<file path="src/rtl/apb_spi_arbiter.sv">
// Two-master APB arbiter sharing one downstream APB port (SPI flash/CSR bridge).
// Define APB_SPI_ARB_RR_EN for round-robin tie-breaking; otherwise m0 has fixed priority.
module apb_spi_arbiter #(
  parameter int ADDR_W = 32,
  parameter int DATA_W = 32
) (
  input  logic                  clk,
  input  logic                  resetn,
  // upstream master 0
  input  logic [ADDR_W-1:0]     m0_paddr,
  input  logic                  m0_psel,
  input  logic                  m0_penable,
  input  logic [2:0]            m0_pprot,
  input  logic                  m0_pwrite,
  input  logic [DATA_W-1:0]     m0_pwdata,
  input  logic [DATA_W/8-1:0]   m0_pstrb,
  output logic                  m0_pready,
  output logic [DATA_W-1:0]     m0_prdata,
  output logic                  m0_pslverr,
  // upstream master 1
  input  logic [ADDR_W-1:0]     m1_paddr,
  input  logic                  m1_psel,
  input  logic                  m1_penable,
  input  logic [2:0]            m1_pprot,
  input  logic                  m1_pwrite,
  input  logic [DATA_W-1:0]     m1_pwdata,
  input  logic [DATA_W/8-1:0]   m1_pstrb,
  output logic                  m1_pready,
  output logic [DATA_W-1:0]     m1_prdata,
  output logic                  m1_pslverr,
  // downstream master port
  output logic [ADDR_W-1:0]     out_paddr,
  output logic                  out_psel,
  output logic                  out_penable,
  output logic [2:0]            out_pprot,
  output logic                  out_pwrite,
  output logic [DATA_W-1:0]     out_pwdata,
  output logic [DATA_W/8-1:0]   out_pstrb,
  input  logic                  out_pready,
  input  logic [DATA_W-1:0]     out_prdata,
  input  logic                  out_pslverr,
  // status
  output logic [1:0]            grant,
  output logic [1:0]            fsm_state,
  output logic [1:0]            req_waiting
);

  // Handshake: a master requests by holding psel; it is granted only when the
  // arbiter is IDLE, and its transfer ends in the cycle where the granted
  // master's pready is high (out_psel & out_penable & out_pready).

  localparam logic [1:0] ST_IDLE   = 2'd0;
  localparam logic [1:0] ST_SETUP  = 2'd1;
  localparam logic [1:0] ST_ACCESS = 2'd2;

  logic [1:0] state;
  logic [1:0] win;
  logic       tie_m1;
  logic       done;

  assign done = (state == ST_ACCESS) && out_pready;

`ifdef APB_SPI_ARB_RR_EN
  // Owner of the last completed transfer; reset to m1 so m0 wins the first tie.
  logic last_m1;

  always_ff @(posedge clk or negedge resetn) begin
    if (!resetn) begin
      last_m1 <= 1'b1;
    end else if (done) begin
      last_m1 <= grant[1];
    end
  end

  assign tie_m1 = ~last_m1;
`else
  assign tie_m1 = 1'b0;
`endif

  always_comb begin
    win = 2'b00;
    if (m0_psel && m1_psel) begin
      win = tie_m1 ? 2'b10 : 2'b01;
    end else if (m0_psel) begin
      win = 2'b01;
    end else if (m1_psel) begin
      win = 2'b10;
    end
  end

  always_ff @(posedge clk or negedge resetn) begin
    if (!resetn) begin
      state       <= ST_IDLE;
      grant       <= 2'b00;
      out_paddr   <= '0;
      out_pprot   <= '0;
      out_pwrite  <= 1'b0;
      out_pwdata  <= '0;
      out_pstrb   <= '0;
    end else begin
      case (state)
        ST_IDLE: begin
          if (win != 2'b00) begin
            grant <= win;
            state <= ST_SETUP;
            if (win[1]) begin
              out_paddr  <= m1_paddr;
              out_pprot  <= m1_pprot;
              out_pwrite <= m1_pwrite;
              out_pwdata <= m1_pwdata;
              out_pstrb  <= m1_pstrb;
            end else begin
              out_paddr  <= m0_paddr;
              out_pprot  <= m0_pprot;
              out_pwrite <= m0_pwrite;
              out_pwdata <= m0_pwdata;
              out_pstrb  <= m0_pstrb;
            end
          end
        end
        ST_SETUP: begin
          state <= ST_ACCESS;
        end
        ST_ACCESS: begin
          if (out_pready) begin
            state <= ST_IDLE;
            grant <= 2'b00;
          end
        end
        default: begin
          state <= ST_IDLE;
          grant <= 2'b00;
        end
      endcase
    end
  end

  assign out_psel    = (state == ST_SETUP) || (state == ST_ACCESS);
  assign out_penable = (state == ST_ACCESS);

  // Response is routed only to the owner and only in the completing cycle.
  assign m0_pready  = done && grant[0];
  assign m0_prdata  = (done && grant[0]) ? out_prdata : '0;
  assign m0_pslverr = done && grant[0] && out_pslverr;
  assign m1_pready  = done && grant[1];
  assign m1_prdata  = (done && grant[1]) ? out_prdata : '0;
  assign m1_pslverr = done && grant[1] && out_pslverr;

  assign fsm_state   = state;
  // Masters sitting in their access phase while another master owns the bridge.
  assign req_waiting = {m1_psel & m1_penable & ~grant[1],
                        m0_psel & m0_penable & ~grant[0]};

endmodule

</file>
<file path="config.mk">
export PLATFORM = sky130hd
export DESIGN_NAME = apb_spi_arbiter
export DESIGN_NICKNAME = d
export VERILOG_FILES = /design/src/rtl/apb_spi_arbiter.sv
export SDC_FILE = /design/constraint.sdc
export NUM_CORES = 1
export LEC_CHECK = 0
export CAP_MARGIN = 20
export CORE_ASPECT_RATIO = 0.7
export CORE_MARGIN = 8
export CORE_UTILIZATION = 36
export DETAILED_ROUTE_END_ITERATION = 16
export PLACE_DENSITY = 0.87
export RECOVER_POWER = 50
export SLEW_MARGIN = 20
export SYNTH_ARGS = -nofsm -noshare
export SYNTH_HDL_FRONTEND = slang
export SYNTH_SLANG_ARGS = --single-unit
</file>
<file path="constraint.sdc">
create_clock -name clk -period 4.3 [get_ports clk]
set_input_delay 0.43 -clock clk [delete_from_list [all_inputs] [get_ports clk]]
set_output_delay 0.43 -clock clk [all_outputs]
set_load 0.02 [all_outputs]
</file>
* Word level (Yosys, flattened, before mapping)
Index checks and enable logic that the tools add are counted.
** Storage, ports and cells
- Output and inout bits :: 148
- Latch bits :: 0
- Bits in registers :: 76
- Logic and storage cells :: 45
- Memory bits (writable) :: 0
- Bits in read-only memories :: 0
- Bits of input ports :: 184
- Memories kept :: 0
** Cells by class
- Bitwise gates (word level) :: 7
- Shift-type cells :: 0
- $lt $le $gt $ge :: 0
- Multiplexer cells :: 15
- Eq/ne operators :: 4
- Reductions and logical operators :: 12
- Divide/modulo/power cells :: 0
- Multiply operators :: 0
- Add/subtract/negate cells :: 0
** Operator list (number)
- $mux W32 :: 4
- $mux W2 :: 6
- $pmux W2 S3 :: 2
- $logic_and A1 B1 Y1 :: 6
- $and A1 B1 Y1 :: 4
- $mux W4 :: 1
- $reduce_and A2 Y1 :: 2
- $mux W3 :: 1
- $not A1 Y1 :: 3
- $reduce_and A3 Y1 :: 1
- $eq A2 B1 Y1 const B :: 1
- $eq A2 B2 Y1 const B :: 1
- $logic_not A2 Y1 :: 1
- $ne A2 B1 Y1 const B :: 1
- $ne A2 B2 Y1 const B :: 1
- $reduce_bool A2 Y1 :: 1
- $logic_or A1 B1 Y1 :: 1
- $mux W1 :: 1

* Depth between registers and ports, before layout
- Word-level depth :: 6
- Depth in mapped cells :: 7
- Mapped depth without buffers :: 5

* Worst setup path after synthesis
OpenSTA, ideal clock, no wires.
- Path type :: reg-to-output
- Start point :: register state[0] (netlist: fsm_state[0])
- End point :: output port m0_prdata[22]
- Path slack :: 1.994 ns
- Cell stages (with the launch flop) :: 7
- Data required time :: 3.870 ns
- Buffers on the path :: 2
- Arrival time :: 1.876 ns
- Cell sequence :: dfrtp_1 > inv_1 > ha_1 > and3_1 > clkbuf_1 > clkbuf_1 > and2_1
** Between the ends
- Cells in the longest elaborated chain, start to end :: 4
** Ends and longest elaborated chain
- start: declaration :: line 56 : logic [1:0] state;
- start signal: assignment :: line 93 : state <= ST_IDLE;
- start signal: assignment :: line 105 : state <= ST_SETUP;
- start signal: assignment :: line 122 : state <= ST_ACCESS;
- $eq A2 B2 Y1
- via out_penable :: line 34 : output logic out_penable,
- $logic_and A1 B1 Y1 :: line 61 : assign done = (state == ST_ACCESS) && out_pready;
- $logic_and A1 B1 Y1 :: line 143 : assign m0_prdata = (done && grant[0]) ? out_prdata : '0;
- via m0_pready :: line 17 : output logic m0_pready,
- $mux W32 :: line 143
- end: declaration :: line 18 : output logic [DATA_W-1:0] m0_prdata,
The timed path passes the listed nets, and every way through them passes these cells.

* Worst setup path in the final report
- Start point :: register state[0] (netlist: fsm_state[0])
- End point :: output port m0_prdata[10]
** Between the ends
- Cells in the longest elaborated chain, start to end :: 4
** Ends and longest elaborated chain (line)
- $eq A2 B2 Y1 :: 61
- $logic_and A1 B1 Y1 :: 61
- $logic_and A1 B1 Y1 :: 143
- $mux W32 :: 143
No other way between the ends.

==> reports/qor.txt <==
Placer Congestion -> 0.934
Rel. slew slack -> -23.5%
Yosys reg bits -> 76
Vias/cell -> 4.59
RSZ-0062 raised after global routing -> no
max cap viols -> 1
hold crit path type -> reg -> reg
post-synth top area share -> 46.4%
post-synth net total -> 602
Comb pwr share -> 52.1%
first-pass GRT wire length -> 25000 microns
final setup vio count -> 0
clock power share -> 16.8%
vias in the first global route -> 4405
yosys warns -> 0
Least-Margin Pin Slew -> 1.85 ns
total grt overflow -> 0
H-tree depth -> 3
DRC violations left -> 0
Synth top cells by count -> dfrtp_1, nand2_1, mux2i_1
Top delay family on crit path -> simple AND/OR/NAND/NOR gates
# fillers -> 837
critical path's slowest cell -> and3_1
P_int -> 2370 uW
layout cells sized above 1 -> 3.00%
Post-DRT Antenna Nets -> 0
placed cells -> 871
R2R Path End -> out_paddr[6]$_DFFE_PN0P_
CTS resizes -> 0
r2r setup slk -> 2.45 ns
Max Transition Viols Final -> 77
fin area -> 7650 sq um
IR drop worst, VDD -> 0.270 mV
post-route insts no fill -> 887
Starting Density -> 37.1%
final wirelength -> 16700 microns
I/O Pins -> 332
crit start category -> flop
Multi-input gate area -> 1940 sq um
r2r worst-path depth -> 5
Final nets -> 917
switching share of total power -> 40.8%
Final Critical Period -> 3.21 ns
clk_lat worst skew -> 0.33 ns
GRT Total Usage -> 21.3%
worst path arrival time -> 2.78 ns
pin count of the biggest net entering global routing -> 81
register area share after synthesis -> 46.4%
period utilization -> 74.7%
Required @ worst endpoint -> 3.87 ns
Reg clk slew, reported paths -> 0.06 ns
hold_sp -> out_paddr[11]$_DFFE_PN0P_
Mapped Cells -> 414
Worst Hold Endpoint -> out_paddr[11]$_DFFE_PN0P_
vias -> 4075
Syn Area/Cell -> 9.90 sq um
WL/cell -> 18.9 microns
final hold vios -> 0
leading area contributor after synthesis -> dfrtp_1
Post-CTS Setup Repair Bufs -> 0
CTS Sinks -> 76
num rows -> 32
skew final -> 0.00483 ns
Ant. Diodes -> 0
initial antenna violation count -> 0
Post-Place Cell Area -> 7400 sq um
critical path start-end classification -> reg -> out
Clock Tree Root -> clkbuf_16
core area -> 11100 sq um
R2R Path Start -> fsm_state[0]$_DFFE_PN0P_
ys flop type -> dfrtp_1
Leak Pwr -> 0.00356 uW
TritonCTS clock tree -> built
status -> finished, violations left
Post-Syn Area -> 4100 sq um
worst-case clock buffer depth -> 2
hold_ws -> 0.471 ns
worst-path cell chain -> inv_1 -> ha_1 -> and3_1 -> and2_1 -> clkdlybuf4s50_1
die height -> 105 microns
asr flop ratio synth -> 100%
TritonCTS Buffers -> 9
max incr delay on CP -> 0.80 ns
Hold Buf Count CTS -> 0
HPWL after DPL -> 14000 microns
register area -> 1900 sq um
Distinct cells, synth -> 22
CP bufs+invs -> 2
failing checks -> max-capacitance violations, max-slew violations
count leader, synth -> dfrtp_1
Sequential Power Share -> 31.1%
Die ar. -> 15100 sq um
Max Fclk -> 0.311 GHz
DRT iter0 DRCs -> 204
Worst setup EP type -> output pin
drt pass-1 iters -> 4
switching power -> 1640 uW
Chip Width -> 144 microns
I/O Buffers -> 331
hold path depth -> 2
setup_tns -> 0 ns
PwrDens -> 524 nW/um^2
Critical Path Fanout Max -> 34
Post-synth EDFFs -> 0
area grow syn2layout -> 86.8%
top area cells in the synthesized netlist -> dfrtp_1, mux2i_1, and2_1
[per-layer routing]
metal	share of wire [%]	GRT usage, %	routed length (microns)	vias up
li1	-	-	-	2015
met4	1.2	4.94	204	0
met3	9.0	7.30	1500	13
met1	39	24.0	6530	1877
met2	51	38.2	8500	170
met5	0	0	0	-
[layout make-up]
| type | instances | share of cell area, % |
|---|---|---|
| clock buffer | 14 | 3.32 |
| clock inverter | 2 | 0.131 |
| inverter | 4 | 0.196 |
| multi-input combinational | 303 | 25.4 |
| sequential | 76 | 24.8 |
| tap | 153 | 2.50 |
| timing repair buffer | 335 | 43.6 |
[power groups by stage]
stage                     Combinational [uW]  Sequential, uW  Clock, uW
after CTS                               2240            1270        691
final                                   2090            1250        674
after global placement                  2180            1250          0
after floorplan                          659            1680          0
after global routing                    2240            1290        727
after detailed placement                2230            1270          0
[cells by family after synthesis]
kind of cell	after synthesis	synth area share (%)
muxes	76	18.7
buffers and inverters	35	6.32
AOI/OAI and AO/OA	75	9.44
and+or+nand+nor	148	18.0
adders and majority gates	4	1.22
DFF	76	46.4
[tightest hold or removal path, cell delays in order, from the launching register on]
cell and delay [ns]:
dfrtp_1 0.33, nand2_1 0.04, o21ai_0 0.06
[registers in the layout (all words and copies together) (netlist names)]
| register | flops |
|---|---|
| out_pwrite | 1 |
| out_pprot | 3 |
| grant | 2 |
| out_paddr | 32 |
| out_pwdata | 32 |
| fsm_state | 2 |
| out_pstrb | 4 |
[through the flow]
stage / setup slack, ns / power, uW / util, %
floorplan: 1.99 / 2340 / -
global placement: 1.41 / 3430 / 66.9
detailed placement: 1.26 / 3500 / 66.9
CTS: 1.06 / 4200 / 69.3
global route: 0.862 / 4270 / 69.3
finish: 1.09 / 4010 / 69.3
[placed cells by master (no fill, tap or decap)]
| cell type | Yosys | final |
|---|---|---|
| clkbuf_8 | 0 | 1 |
| ha_1 | 4 | 4 |
| buf_4 | 4 | 4 |
| a211oi_1 | 0 | 1 |
| nand2_1 | 74 | 74 |
| nor2b_1 | 1 | 1 |
| clkbuf_16 | 0 | 9 |
| clkbuf_1 | 14 | 4 |
| a21oi_1 | 1 | 1 |
| nand2b_4 | 0 | 1 |
| inv_1 | 4 | 4 |
| dlygate4sd3_1 | 0 | 71 |
| clkdlybuf4s50_1 | 0 | 259 |
| and3_1 | 3 | 3 |
| mux2_2 | 3 | 3 |
| clkbuf_2 | 0 | 1 |
| clkinv_2 | 0 | 2 |
| mux2i_1 | 73 | 73 |
| and2_1 | 66 | 66 |
| nor2_1 | 3 | 3 |
| o21ai_0 | 49 | 49 |
| o21ai_1 | 23 | 23 |
| o21ai_4 | 0 | 1 |
| dfrtp_1 | 76 | 76 |
[worst max path at each step]
stage / startpoint / endpoint / slack (ns) / cells past startpoint
final: fsm_state[0]$_DFFE_PN0P_ / m0_prdata[10] / 1.09 / 5
after global routing: fsm_state[0]$_DFFE_PN0P_ / m0_prdata[10] / 0.86 / 5
after CTS: fsm_state[0]$_DFFE_PN0P_ / m0_prdata[10] / 1.06 / 5
after detailed placement: out_pready / m0_prdata[10] / 1.26 / 4
after global placement: out_pready / m0_prdata[10] / 1.41 / 4
after floorplan: fsm_state[0]$_DFFE_PN0P_ / m0_prdata[22] / 1.99 / 6
No activity file was read; power rests on OpenSTA's default activity.
